--- config.mk ---
export PLATFORM = sky130hd
export DESIGN_NAME = mem_lsu_flat
export DESIGN_NICKNAME = d
export VERILOG_FILES = /design/src/rtl/mem_lsu_if.sv /design/src/rtl/mem_lsu.sv /design/src/flat_wrapper.sv
export SDC_FILE = /design/constraint.sdc
export NUM_CORES = 1
export LEC_CHECK = 0
export ABC_AREA = 1
export ABC_CLOCK_PERIOD_IN_PS = 2150
export CORE_MARGIN = 1
export CORE_UTILIZATION = 48
export CTS_CLUSTER_DIAMETER = 80
export DETAILED_ROUTE_END_ITERATION = 8
export GPL_ROUTABILITY_DRIVEN = 0
export PLACE_DENSITY_LB_ADDON = 0.1
export SLEW_MARGIN = 5
export SYNTH_ARGS = -nofsm -noshare
export SYNTH_HDL_FRONTEND = slang
export SYNTH_SLANG_ARGS = --single-unit
--- constraint.sdc ---
create_clock -name clk -period 2.15 [get_ports clk]
set_input_delay 0.3225 -clock clk [delete_from_list [all_inputs] [get_ports clk]]
set_output_delay 0.3225 -clock clk [all_outputs]
set_load 0.01 [all_outputs]
--- src/rtl/mem_lsu_if.sv ---
// RAM bus between the MEM-stage load/store unit and a wait-stated memory.
// Word-addressed requests with byte-lane enables and a single-cycle ack.
interface mem_lsu_if #(
  parameter int ADDR_W = 32
);
  logic              ram_ce;
  logic              ram_we;
  logic [3:0]        ram_be;
  logic [ADDR_W-1:0] ram_addr;
  logic [31:0]       ram_wdata;
  logic [31:0]       ram_rdata;
  logic              ram_ack;

  modport master (
    output ram_ce, ram_we, ram_be, ram_addr, ram_wdata,
    input  ram_rdata, ram_ack
  );

  modport slave (
    input  ram_ce, ram_we, ram_be, ram_addr, ram_wdata,
    output ram_rdata, ram_ack
  );
endinterface

--- src/rtl/mem_lsu.sv ---
// MIPS MEM-stage load/store unit: byte/half/word accesses over a wait-stated bus,
// load extension, misalignment and bus-timeout exceptions, one result per op.
module mem_lsu #(
  parameter int ADDR_W  = 32,
  parameter int REG_AW  = 5,
  parameter int TIMEOUT = 15
) (
  input  logic              clk,
  input  logic              rst,
  input  logic              in_valid,
  output logic              in_ready,
  input  logic [3:0]        op_i,
  input  logic [ADDR_W-1:0] addr_i,
  input  logic [31:0]       wdata_i,
  input  logic              wreg_en_i,
  input  logic [REG_AW-1:0] wreg_addr_i,
  output logic              out_valid,
  output logic              wreg_en_o,
  output logic [REG_AW-1:0] wreg_addr_o,
  output logic [31:0]       wreg_data_o,
  output logic              stall_req,
  output logic              exc_valid,
  output logic [1:0]        exc_code,
  output logic [ADDR_W-1:0] bad_addr,
  mem_lsu_if.master         bus
);

  localparam logic [3:0] OP_LB  = 4'd1;
  localparam logic [3:0] OP_LBU = 4'd2;
  localparam logic [3:0] OP_LH  = 4'd3;
  localparam logic [3:0] OP_LHU = 4'd4;
  localparam logic [3:0] OP_LW  = 4'd5;
  localparam logic [3:0] OP_SB  = 4'd6;
  localparam logic [3:0] OP_SH  = 4'd7;
  localparam logic [3:0] OP_SW  = 4'd8;

  localparam logic [1:0] EXC_ADEL = 2'd1;
  localparam logic [1:0] EXC_ADES = 2'd2;
  localparam logic [1:0] EXC_BUS  = 2'd3;

  typedef enum logic [1:0] {IDLE, BUS, DONE} state_t;

  function automatic logic is_load(input logic [3:0] op);
    return (op >= OP_LB) && (op <= OP_LW);
  endfunction

  function automatic logic is_store(input logic [3:0] op);
    return (op >= OP_SB) && (op <= OP_SW);
  endfunction

  function automatic logic misaligned(input logic [3:0] op, input logic [1:0] a);
    logic half, word;
    half = (op == OP_LH) || (op == OP_LHU) || (op == OP_SH);
    word = (op == OP_LW) || (op == OP_SW);
    return (half && a[0]) || (word && (a != 2'b00));
  endfunction

  function automatic logic [3:0] byte_en(input logic [3:0] op, input logic [1:0] a);
    case (op)
      OP_LB, OP_LBU, OP_SB: return 4'b0001 << a;
      OP_LH, OP_LHU, OP_SH: return 4'b0011 << a;
      default:              return 4'b1111;
    endcase
  endfunction

  function automatic logic [31:0] store_lanes(input logic [3:0] op, input logic [31:0] w);
    case (op)
      OP_SB:   return {4{w[7:0]}};
      OP_SH:   return {2{w[15:0]}};
      default: return w;
    endcase
  endfunction

  function automatic logic [31:0] load_extend(input logic [3:0] op, input logic [1:0] a,
                                              input logic [31:0] rdata);
    logic [31:0]        lane;
    logic signed [7:0]  b;
    logic signed [15:0] h;
    lane = rdata >> {a, 3'b000};
    b    = lane[7:0];
    h    = a[1] ? rdata[31:16] : rdata[15:0];
    case (op)
      OP_LB:   return {{24{b[7]}}, b};
      OP_LBU:  return {24'h0, b};
      OP_LH:   return {{16{h[15]}}, h};
      OP_LHU:  return {16'h0, h};
      default: return rdata;
    endcase
  endfunction

  state_t state, state_n;

  // Operation latched at accept, held stable for the whole bus access
  logic [3:0]        op_p0;
  logic [ADDR_W-1:0] addr_p0;
  logic [3:0]        be_p0;
  logic [31:0]       wdata_p0;
  logic              wreg_en_p0;
  logic [7:0]        cnt_p0;

  // Writeback result presented during DONE
  logic              res_en_p1;
  logic [REG_AW-1:0] res_addr_p1;
  logic [31:0]       res_data_p1;
  logic              exc_p1;
  logic [1:0]        exc_code_p1;
  logic [ADDR_W-1:0] bad_addr_p1;

  logic mem_op_i, mis_i, tmo, bus_act;

  assign mem_op_i = is_load(op_i) || is_store(op_i);
  assign mis_i    = mem_op_i && misaligned(op_i, addr_i[1:0]);
  assign tmo      = (cnt_p0 == 8'(TIMEOUT - 1));

  always_ff @(posedge clk or negedge rst) begin
    if (!rst) state <= IDLE;
    else      state <= state_n;
  end

  always_comb begin
    state_n   = state;
    in_ready  = 1'b0;
    stall_req = 1'b0;
    bus_act   = 1'b0;
    out_valid = 1'b0;
    case (state)
      IDLE: begin
        in_ready = 1'b1;
        if (in_valid) state_n = (mem_op_i && !mis_i) ? BUS : DONE;
      end
      BUS: begin
        stall_req = 1'b1;
        bus_act   = 1'b1;
        if (bus.ram_ack || tmo) state_n = DONE;
      end
      DONE: begin
        out_valid = 1'b1;
        state_n   = IDLE;
      end
      default: state_n = IDLE;
    endcase
  end

  always_ff @(posedge clk or negedge rst) begin
    if (!rst) begin
      op_p0       <= '0;
      addr_p0     <= '0;
      be_p0       <= '0;
      wdata_p0    <= '0;
      wreg_en_p0  <= 1'b0;
      cnt_p0      <= '0;
      res_en_p1   <= 1'b0;
      res_addr_p1 <= '0;
      res_data_p1 <= '0;
      exc_p1      <= 1'b0;
      exc_code_p1 <= '0;
      bad_addr_p1 <= '0;
    end else begin
      case (state)
        IDLE: if (in_valid) begin
          op_p0       <= op_i;
          addr_p0     <= addr_i;
          be_p0       <= byte_en(op_i, addr_i[1:0]);
          wdata_p0    <= store_lanes(op_i, wdata_i);
          wreg_en_p0  <= wreg_en_i;
          cnt_p0      <= '0;
          res_addr_p1 <= wreg_addr_i;
          res_data_p1 <= wdata_i;
          res_en_p1   <= wreg_en_i && !mis_i;
          exc_p1      <= mis_i;
          exc_code_p1 <= is_store(op_i) ? EXC_ADES : EXC_ADEL;
          bad_addr_p1 <= addr_i;
        end
        // Ack beats the timeout when both land in the same cycle
        BUS: begin
          if (bus.ram_ack) begin
            res_data_p1 <= load_extend(op_p0, addr_p0[1:0], bus.ram_rdata);
            res_en_p1   <= is_load(op_p0) && wreg_en_p0;
            exc_p1      <= 1'b0;
          end else if (tmo) begin
            res_en_p1   <= 1'b0;
            exc_p1      <= 1'b1;
            exc_code_p1 <= EXC_BUS;
            bad_addr_p1 <= addr_p0;
          end else begin
            cnt_p0 <= cnt_p0 + 8'd1;
          end
        end
        default: ;
      endcase
    end
  end

  assign wreg_en_o   = res_en_p1;
  assign wreg_addr_o = res_addr_p1;
  assign wreg_data_o = res_data_p1;
  assign exc_valid   = out_valid && exc_p1;
  assign exc_code    = exc_code_p1;
  assign bad_addr    = bad_addr_p1;

  assign bus.ram_ce    = bus_act;
  assign bus.ram_we    = bus_act && is_store(op_p0);
  assign bus.ram_be    = bus_act ? be_p0 : 4'b0000;
  assign bus.ram_addr  = bus_act ? {addr_p0[ADDR_W-1:2], 2'b00} : '0;
  assign bus.ram_wdata = bus_act ? wdata_p0 : 32'h0;

endmodule
--- src/flat_wrapper.sv ---
// flat-port wrapper written by rule: the top's interface ports become plain ports
module mem_lsu_flat 
#(
  parameter int ADDR_W  = 32,
  parameter int REG_AW  = 5,
  parameter int TIMEOUT = 15
)
  (clk, rst, in_valid, in_ready, op_i, addr_i, wdata_i, wreg_en_i, wreg_addr_i, out_valid, wreg_en_o, wreg_addr_o, wreg_data_o, stall_req, exc_valid, exc_code, bad_addr, bus_ram_ce, bus_ram_we, bus_ram_be, bus_ram_addr, bus_ram_wdata, bus_ram_rdata, bus_ram_ack);
  mem_lsu_if #(.ADDR_W(ADDR_W)) bus_i ();
  input  logic clk;
  input  logic rst;
  input  logic in_valid;
  output logic in_ready;
  input  logic [3:0] op_i;
  input  logic [ADDR_W-1:0] addr_i;
  input  logic [31:0] wdata_i;
  input  logic wreg_en_i;
  input  logic [REG_AW-1:0] wreg_addr_i;
  output logic out_valid;
  output logic wreg_en_o;
  output logic [REG_AW-1:0] wreg_addr_o;
  output logic [31:0] wreg_data_o;
  output logic stall_req;
  output logic exc_valid;
  output logic [1:0] exc_code;
  output logic [ADDR_W-1:0] bad_addr;
  output wire logic [$bits(bus_i.ram_ce)-1:0] bus_ram_ce;
  output wire logic [$bits(bus_i.ram_we)-1:0] bus_ram_we;
  output wire logic [$bits(bus_i.ram_be)-1:0] bus_ram_be;
  output wire logic [$bits(bus_i.ram_addr)-1:0] bus_ram_addr;
  output wire logic [$bits(bus_i.ram_wdata)-1:0] bus_ram_wdata;
  input wire logic [$bits(bus_i.ram_rdata)-1:0] bus_ram_rdata;
  input wire logic [$bits(bus_i.ram_ack)-1:0] bus_ram_ack;
  assign bus_ram_ce = bus_i.ram_ce;
  assign bus_ram_we = bus_i.ram_we;
  assign bus_ram_be = bus_i.ram_be;
  assign bus_ram_addr = bus_i.ram_addr;
  assign bus_ram_wdata = bus_i.ram_wdata;
  assign bus_i.ram_rdata = bus_ram_rdata;
  assign bus_i.ram_ack = bus_ram_ack;
  mem_lsu #(.ADDR_W(ADDR_W), .REG_AW(REG_AW), .TIMEOUT(TIMEOUT)) u_core (.clk(clk), .rst(rst), .in_valid(in_valid), .in_ready(in_ready), .op_i(op_i), .addr_i(addr_i), .wdata_i(wdata_i), .wreg_en_i(wreg_en_i), .wreg_addr_i(wreg_addr_i), .out_valid(out_valid), .wreg_en_o(wreg_en_o), .wreg_addr_o(wreg_addr_o), .wreg_data_o(wreg_data_o), .stall_req(stall_req), .exc_valid(exc_valid), .exc_code(exc_code), .bad_addr(bad_addr), .bus(bus_i));
endmodule
==> flow_summary.json, run 1 <==
{
  "clock-sinks": 156,
  "synth.cell_area_um2": 8780,
  "register_area_share_after_synthesis_pct": 44.5,
  "final_hold_viol_count": 0,
  "criticalPathCategory": "register to output pin",
  "rr_worst_depth": 9,
  "clockRootBuffer": "clkbuf_16",
  "clock.fmax_mhz": 481,
  "place.detailed.instances": 1670,
  "setup_repair_after_global_routing_missed_its_margin": "false",
  "buffer_ports.inserted": 253,
  "post_synth.cell_area_avg_um2": 7.14,
  "design.core.area_um2": 18000,
  "relSlewSlack_pct": 65.3,
  "yosys.area_share.xor_xnor_pct": 0.299,
  "ant_nets": 0,
  "critical-path-slowest-cell": "clkdlybuf4s50_1",
  "tritoncts_clock_tree": "done",
  "synthFlopType": "dfrtp_1",
  "avgRoutedWirePerCell_um": 16.1,
  "critical_path_required_ps": 1830,
  "worst_skew_pair.late_latency_ps": 430,
  "postSynth.asyncResetShare_pct": 100,
  "grt_pass1_vias": 8263,
  "globalRouteOverflowTotal": 0,
  "postSynthRegisterBits": 156,
  "first_iter_violations": 709,
  "setup-violations-final": 0,
  "boundaryPins": 256,
  "floorplan.rows": 49,
  "detailedPlacementHpwl_um": 19900,
  "worst_setup_path_start_kind": "register",
  "synth_top_family_by_area": "simple AND/OR/NAND/NOR gates",
  "drc": 0,
  "drt-vias-per-instance": 5.21,
  "timing.critical_path.cells": "inv_2 > nand2_8 > inv_8 > clkdlybuf4s50_1",
  "floorplan.initialDensity_pct": 48.9,
  "cap_viol_max_count": 0,
  "finalPower_mw": 15.8,
  "fraction_of_the_mapped_netlist_area_in_simple_logic_gates_pct": 30.0,
  "leakagePower_nw": 6.15,
  "post-place-ws_ps": 97.9,
  "total_routing_resource_utilization_after_global_routing_pct": 29.9,
  "pin_count_of_the_biggest_net_entering_global_routing": 88,
  "final_layout_size_suffix_gt1_share_pct": 8.12,
  "worst_pin_slew_ps": 519,
  "ys_types": 38,
  "report.final.slew_viol_count": 0,
  "synth_cells": 1229,
  "outcome": "finished clean",
  "skew_ps": 12.2,
  "crit_fanout": 11,
  "antenna_violations_before_repair": 2,
  "tritoncts.num_buffers": 17,
  "post_synth_fa_ha_maj_area_fraction_pct": 0.285,
  "yosysWarnings": 0,
  "die_height_um": 137,
  "final_period_minus_worst_setup_slack_ps": 2080,
  "timing.hold.worst.class": "input pin to asynchronous set/reset pin",
  "clock_path_buffers": 2,
  "critical_path.endpoint_type": "output pin",
  "horizontal_die_dimension_um": 137,
  "ir_worst_vdd_mv": 1.32,
  "clkTransAtPathRegs_ps": 70,
  "synth-edff-count": 0,
  "grt_first_pass_wirelength_um": 42800,
  "fin_setup_tns_ps": 0,
  "via_count": 8907,
  "fin_ws_ps": 69.5,
  "critical_path.max_stage_delay_ps": 540,
  "nNetsFinal": 1577,
  "fin_crit_sh_pct": 96.8,
  "fraction_of_the_mapped_netlist_area_in_compound_gates_pct": 14.7,
  "arrival_ps": 1760,
  "cell_area_power_density_nw_per_um2": 1300,
  "fp.dieArea_um2": 18800,
  "synth_mux_area_share_pct": 0,
  "detailedRoute.firstPassIterationCount": 7,
  "layout-area-overhead-vs-synth_pct": 37.9,
  "finalNonFillerCells": 1708,
  "htreeDepth": 4,
  "drt-total-wl_um": 27600
}
-- metrics by stage --
stage / utilization [%] / area (µm²) / hold slack [ps]
finish: 67.4 / 12100 / 327
global route: 67.4 / 12100 / 354
CTS: 67.3 / 12100 / 327
detailed placement: 64.0 / 11500 / 212
global placement: 64.0 / 11500 / 209
floorplan: - / 8780 / 26.9
-- Yosys cell counts (8+ instances only) --
cell        n  share of area, %
nor2_1    122               5.2
nor2_4     15               1.9
o21ai_0   148               8.4
a21oi_1    30               1.7
nand3_1    56               3.2
inv_1     110               4.7
o22ai_1     8              0.57
inv_2      11              0.47
o21ai_1    22               1.3
buf_2      35               2.0
dfrtp_1   156                44
clkbuf_1   15              0.64
buf_4      10              0.86
nand2_1   421                18
o21ai_2    13               1.3
buf_6       9               1.2
-- sequential cells by signal, indices dropped and copies added (netlist names), 2 cells and up --
register and flops:
u_core.addr_p0 32, u_core.bad_addr 32, u_core.wdata_p0 32, u_core.wreg_data_o 32
u_core.cnt_p0 8, u_core.wreg_addr_o 5, u_core.be_p0 4, u_core.op_p0 4
u_core.exc_code 2, u_core.state 2
-- what timing repair did --
item                                   CTS  global route
gates resized for setup                 71             5
setup buffers                            3             0
endpoints found under the hold margin   24             0
cloned                                   1             0
setup endpoints to repair               69            35
hold buffers                             1             0
-- routing by layer --
layer  track usage, %  part of all wire (%)  wire (µm)  vias up
met5                0                 0.044         12        -
met3             7.03                   8.9       2460       58
met1             41.6                    43      11900     4118
met2             45.2                    45      12500      393
met4             11.4                   2.7        733        2
li1                 -                     -          -     4336
-- worst paths after layout --
path	start	end	slack [ps]
setup / recovery	u_core.state[1]	stall_req	70
hold / removal	rst	u_core.wreg_data_o[6]	330
setup reg to reg	u_core.op_p0[2]	u_core.wreg_data_o[9]	280
hold reg to reg	u_core.bad_addr[16]	u_core.bad_addr[16]	480
max in group asynchronous	rst	u_core.wdata_p0[2]	1180
min in group clk	wreg_addr_i[2]	u_core.wreg_addr_o[2]	430
-- where the power goes --
group | total (mW) | internal [mW] | leakage [nW] | switching (mW)
logic | 7.74 | 3.29 | 3.96 | 4.46
clock network | 3.01 | 1.68 | 0.287 | 1.34
registers | 5.03 | 4.29 | 1.91 | 0.733
total | 15.8 | 9.26 | 6.15 | 6.53
-- cell usage in the layout (no fill, tap or decap), drive strengths merged, types with 8 or more instances in the layout --
master / instances
nand3: 58
clkdlybuf4s50: 184
dfrtp: 156
a21oi: 30
o22ai: 8
nand2: 428
buf: 35
dlygate4sd2: 66
o21ai: 183
inv: 130
nor2: 138
clkbuf: 18
-- cells by family after synthesis --
logic type,after synthesis
XOR/XNOR,3
adder cells (fa/ha/maj),2
AND/OR/NAND/NOR,634
flip-flops,156
AO/OA/AOI/OAI,238
buffers and inverters,195
other,1
-- worst max-delay path, delay by kind of cell (launching register included) --
kind | cells | cell delay (ps)
buffers and inverters | 3 | 800
DFF | 1 | 410
and+or+nand+nor | 1 | 120
-- cell type report --
| class | instances | area (µm²) |
|---|---|---|
| Antenna cell | 1 | 2.50 |
| Clock buffer | 18 | 439 |
| Clock inverter | 14 | 153 |
| Fill cell | 1559 | 5860 |
| Inverter | 122 | 470 |
| Multi-Input combinational cell | 879 | 3990 |
| Sequential cell | 156 | 3900 |
| Tap cell | 229 | 287 |
| Timing Repair Buffer | 289 | 2860 |
No activity file was read; power rests on OpenSTA's default activity.
==> run 2: changes to the inputs <==
--- a/config.mk
+++ b/config.mk
@@ -7,7 +7,7 @@
 export LEC_CHECK = 0
 export ABC_AREA = 1
 export ABC_CLOCK_PERIOD_IN_PS = 2150
-export CORE_MARGIN = 1
+export CORE_MARGIN = 5
 export CORE_UTILIZATION = 48
 export CTS_CLUSTER_DIAMETER = 80
 export DETAILED_ROUTE_END_ITERATION = 8
==> flow_summary.json, run 2 (same netlist as run 1, synthesis figures left out) <==
{
  "detailedRoute.firstPassIterationCount": 5,
  "most_frequent_cells_in_the_layout": "nand2_1, clkdlybuf4s50_1, dfrtp_1",
  "clock-sinks": 156,
  "design_area_um2": 12100,
  "ant_nets": 0,
  "tritoncts_clock_tree": "done",
  "arrival_ps": 1770,
  "drc": 0,
  "drt-vias-per-instance": 5.23,
  "multi_input_area_um2": 4000,
  "skew_ps": 10.5,
  "htreeDepth": 4,
  "antenna_violations_before_repair": 1,
  "critical_path.endpoint_type": "output pin",
  "layout-area-overhead-vs-synth_pct": 37.5,
  "design.core.area_um2": 18000,
  "clockRootBuffer": "clkbuf_16",
  "avgRoutedWirePerCell_um": 16.7,
  "busiest_layer": "met2",
  "grt_pass1_vias": 8643,
  "worst_skew_pair.late_latency_ps": 430,
  "grt_first_pass_wirelength_um": 46100,
  "floorplan.rows": 49,
  "criticalPathCategory": "register to output pin",
  "leakagePower_nw": 6.14,
  "clock_path_buffers": 2,
  "most_common_cell_after_layout_fill_and_taps_aside": "nand2_1",
  "cap_viol_max_count": 0,
  "worst_pin_slew_ps": 569,
  "worst_setup_path_start_kind": "register",
  "use_met1_pct": 36.9,
  "final_layout_size_suffix_gt1_share_pct": 8.12,
  "detailedPlacementHpwl_um": 20600,
  "clock.fmax_mhz": 478,
  "fin_setup_tns_ps": 0,
  "num_antenna_cells": 0,
  "crit_fanout": 10,
  "clkTransAtPathRegs_ps": 60,
  "setup-violations-final": 0,
  "timing.hold.worst.class": "input pin to asynchronous set/reset pin",
  "floorplan.initialDensity_pct": 48.9,
  "tritoncts.num_buffers": 17,
  "outcome": "finished clean",
  "cell_area_power_density_nw_per_um2": 1290,
  "final_hold_viol_count": 0,
  "placement.cell_area_um2": 11500,
  "seq_area_um2": 3900,
  "nNetsFinal": 1577,
  "fin_ws_ps": 57.5,
  "drt-total-wl_um": 28400,
  "total_routing_resource_utilization_after_global_routing_pct": 26.7,
  "boundaryPins": 256,
  "grt_use_met3_pct": 7.17,
  "grt_use_met2_pct": 40.7,
  "buffer_ports.inserted": 253,
  "critical_path_required_ps": 1830,
  "relSlewSlack_pct": 61.9,
  "setup_repair_after_global_routing_missed_its_margin": "false",
  "die_height_um": 145,
  "via_count": 8931,
  "n_fill_cell": 1598,
  "globalRouteOverflowTotal": 0,
  "post-place-ws_ps": 76.6,
  "ir_worst_vdd_mv": 0.952,
  "first_iter_violations": 697,
  "final_period_minus_worst_setup_slack_ps": 2090,
  "fin_crit_sh_pct": 97.3,
  "pin_count_of_the_biggest_net_entering_global_routing": 84,
  "report.final.slew_viol_count": 0,
  "fp.dieArea_um2": 21100,
  "horizontal_die_dimension_um": 145
}
==> run 2: per-stage QoR <==
step	total power, mW	utilization (%)	hold WS [ps]	instances
2_1_floorplan	9.50	-	26.9	1230
3_3_place_gp	12.7	64.0	310	1669
5_1_grt	16.8	67.2	434	1707
4_1_cts	15.7	67.1	421	1707
3_5_place_dp	12.8	64.0	313	1669
6_report	15.6	67.2	411	1707
==> run 2: report_power, final <==
group | total, mW | switching [mW] | leakage [nW] | internal (mW)
Combinational | 7.77 | 4.47 | 3.96 | 3.30
Clock | 2.86 | 1.32 | 0.265 | 1.54
Sequential | 5.00 | 0.704 | 1.91 | 4.29
Total | 15.6 | 6.50 | 6.14 | 9.13
==> run 2: what timing repair did <==
item,in CTS,in global routing
endpoints found under the setup margin,69,29
setup buffers,4,0
resized for setup,74,4
endpoints found under the hold margin,47,0
pin swaps,0,0
gates cloned,1,0
hold buffers,1,0
==> run 2: path summary, 6_finish.rpt <==
kind	start	end	slack, ps	cells past startpoint
worst max-delay path	u_core.state[1]	bus_ram_ce	60	4
worst min-delay path	rst	u_core.wreg_data_o[6]	410	2
worst max register to register	u_core.state[1]	u_core.wreg_data_o[8]	160	9
worst min register to register	u_core.bad_addr[15]	u_core.bad_addr[15]	480	2
max in group asynchronous	rst	u_core.wreg_data_o[15]	990	3
min in group clk	wreg_addr_i[4]	u_core.wreg_addr_o[4]	430	3
==> run 2: cell type report <==
| cell class | count | share of cell area [%] |
|---|---|---|
| clock buffers | 19 | 3.67 |
| clock inverters | 13 | 0.892 |
| inverters | 122 | 3.90 |
| multi-input cells | 879 | 33.1 |
| flip-flops and latches | 156 | 32.3 |
| well taps | 229 | 2.37 |
| repair buffers | 289 | 23.7 |
==> run 2: critical path, cell delays in order (launching register included) <==
cell             delay, ps
dfrtp_1                410
inv_2                  120
nand2_8                130
inv_8                  140
clkdlybuf4s50_1        540
==> run 2: per-layer routing <==
layer  vias up  part of all wire, %
met4         2                  2.9
li1       4333                    -
met2       394                   45
met3        68                  9.0
met1      4134                   43
met5         -                0.042
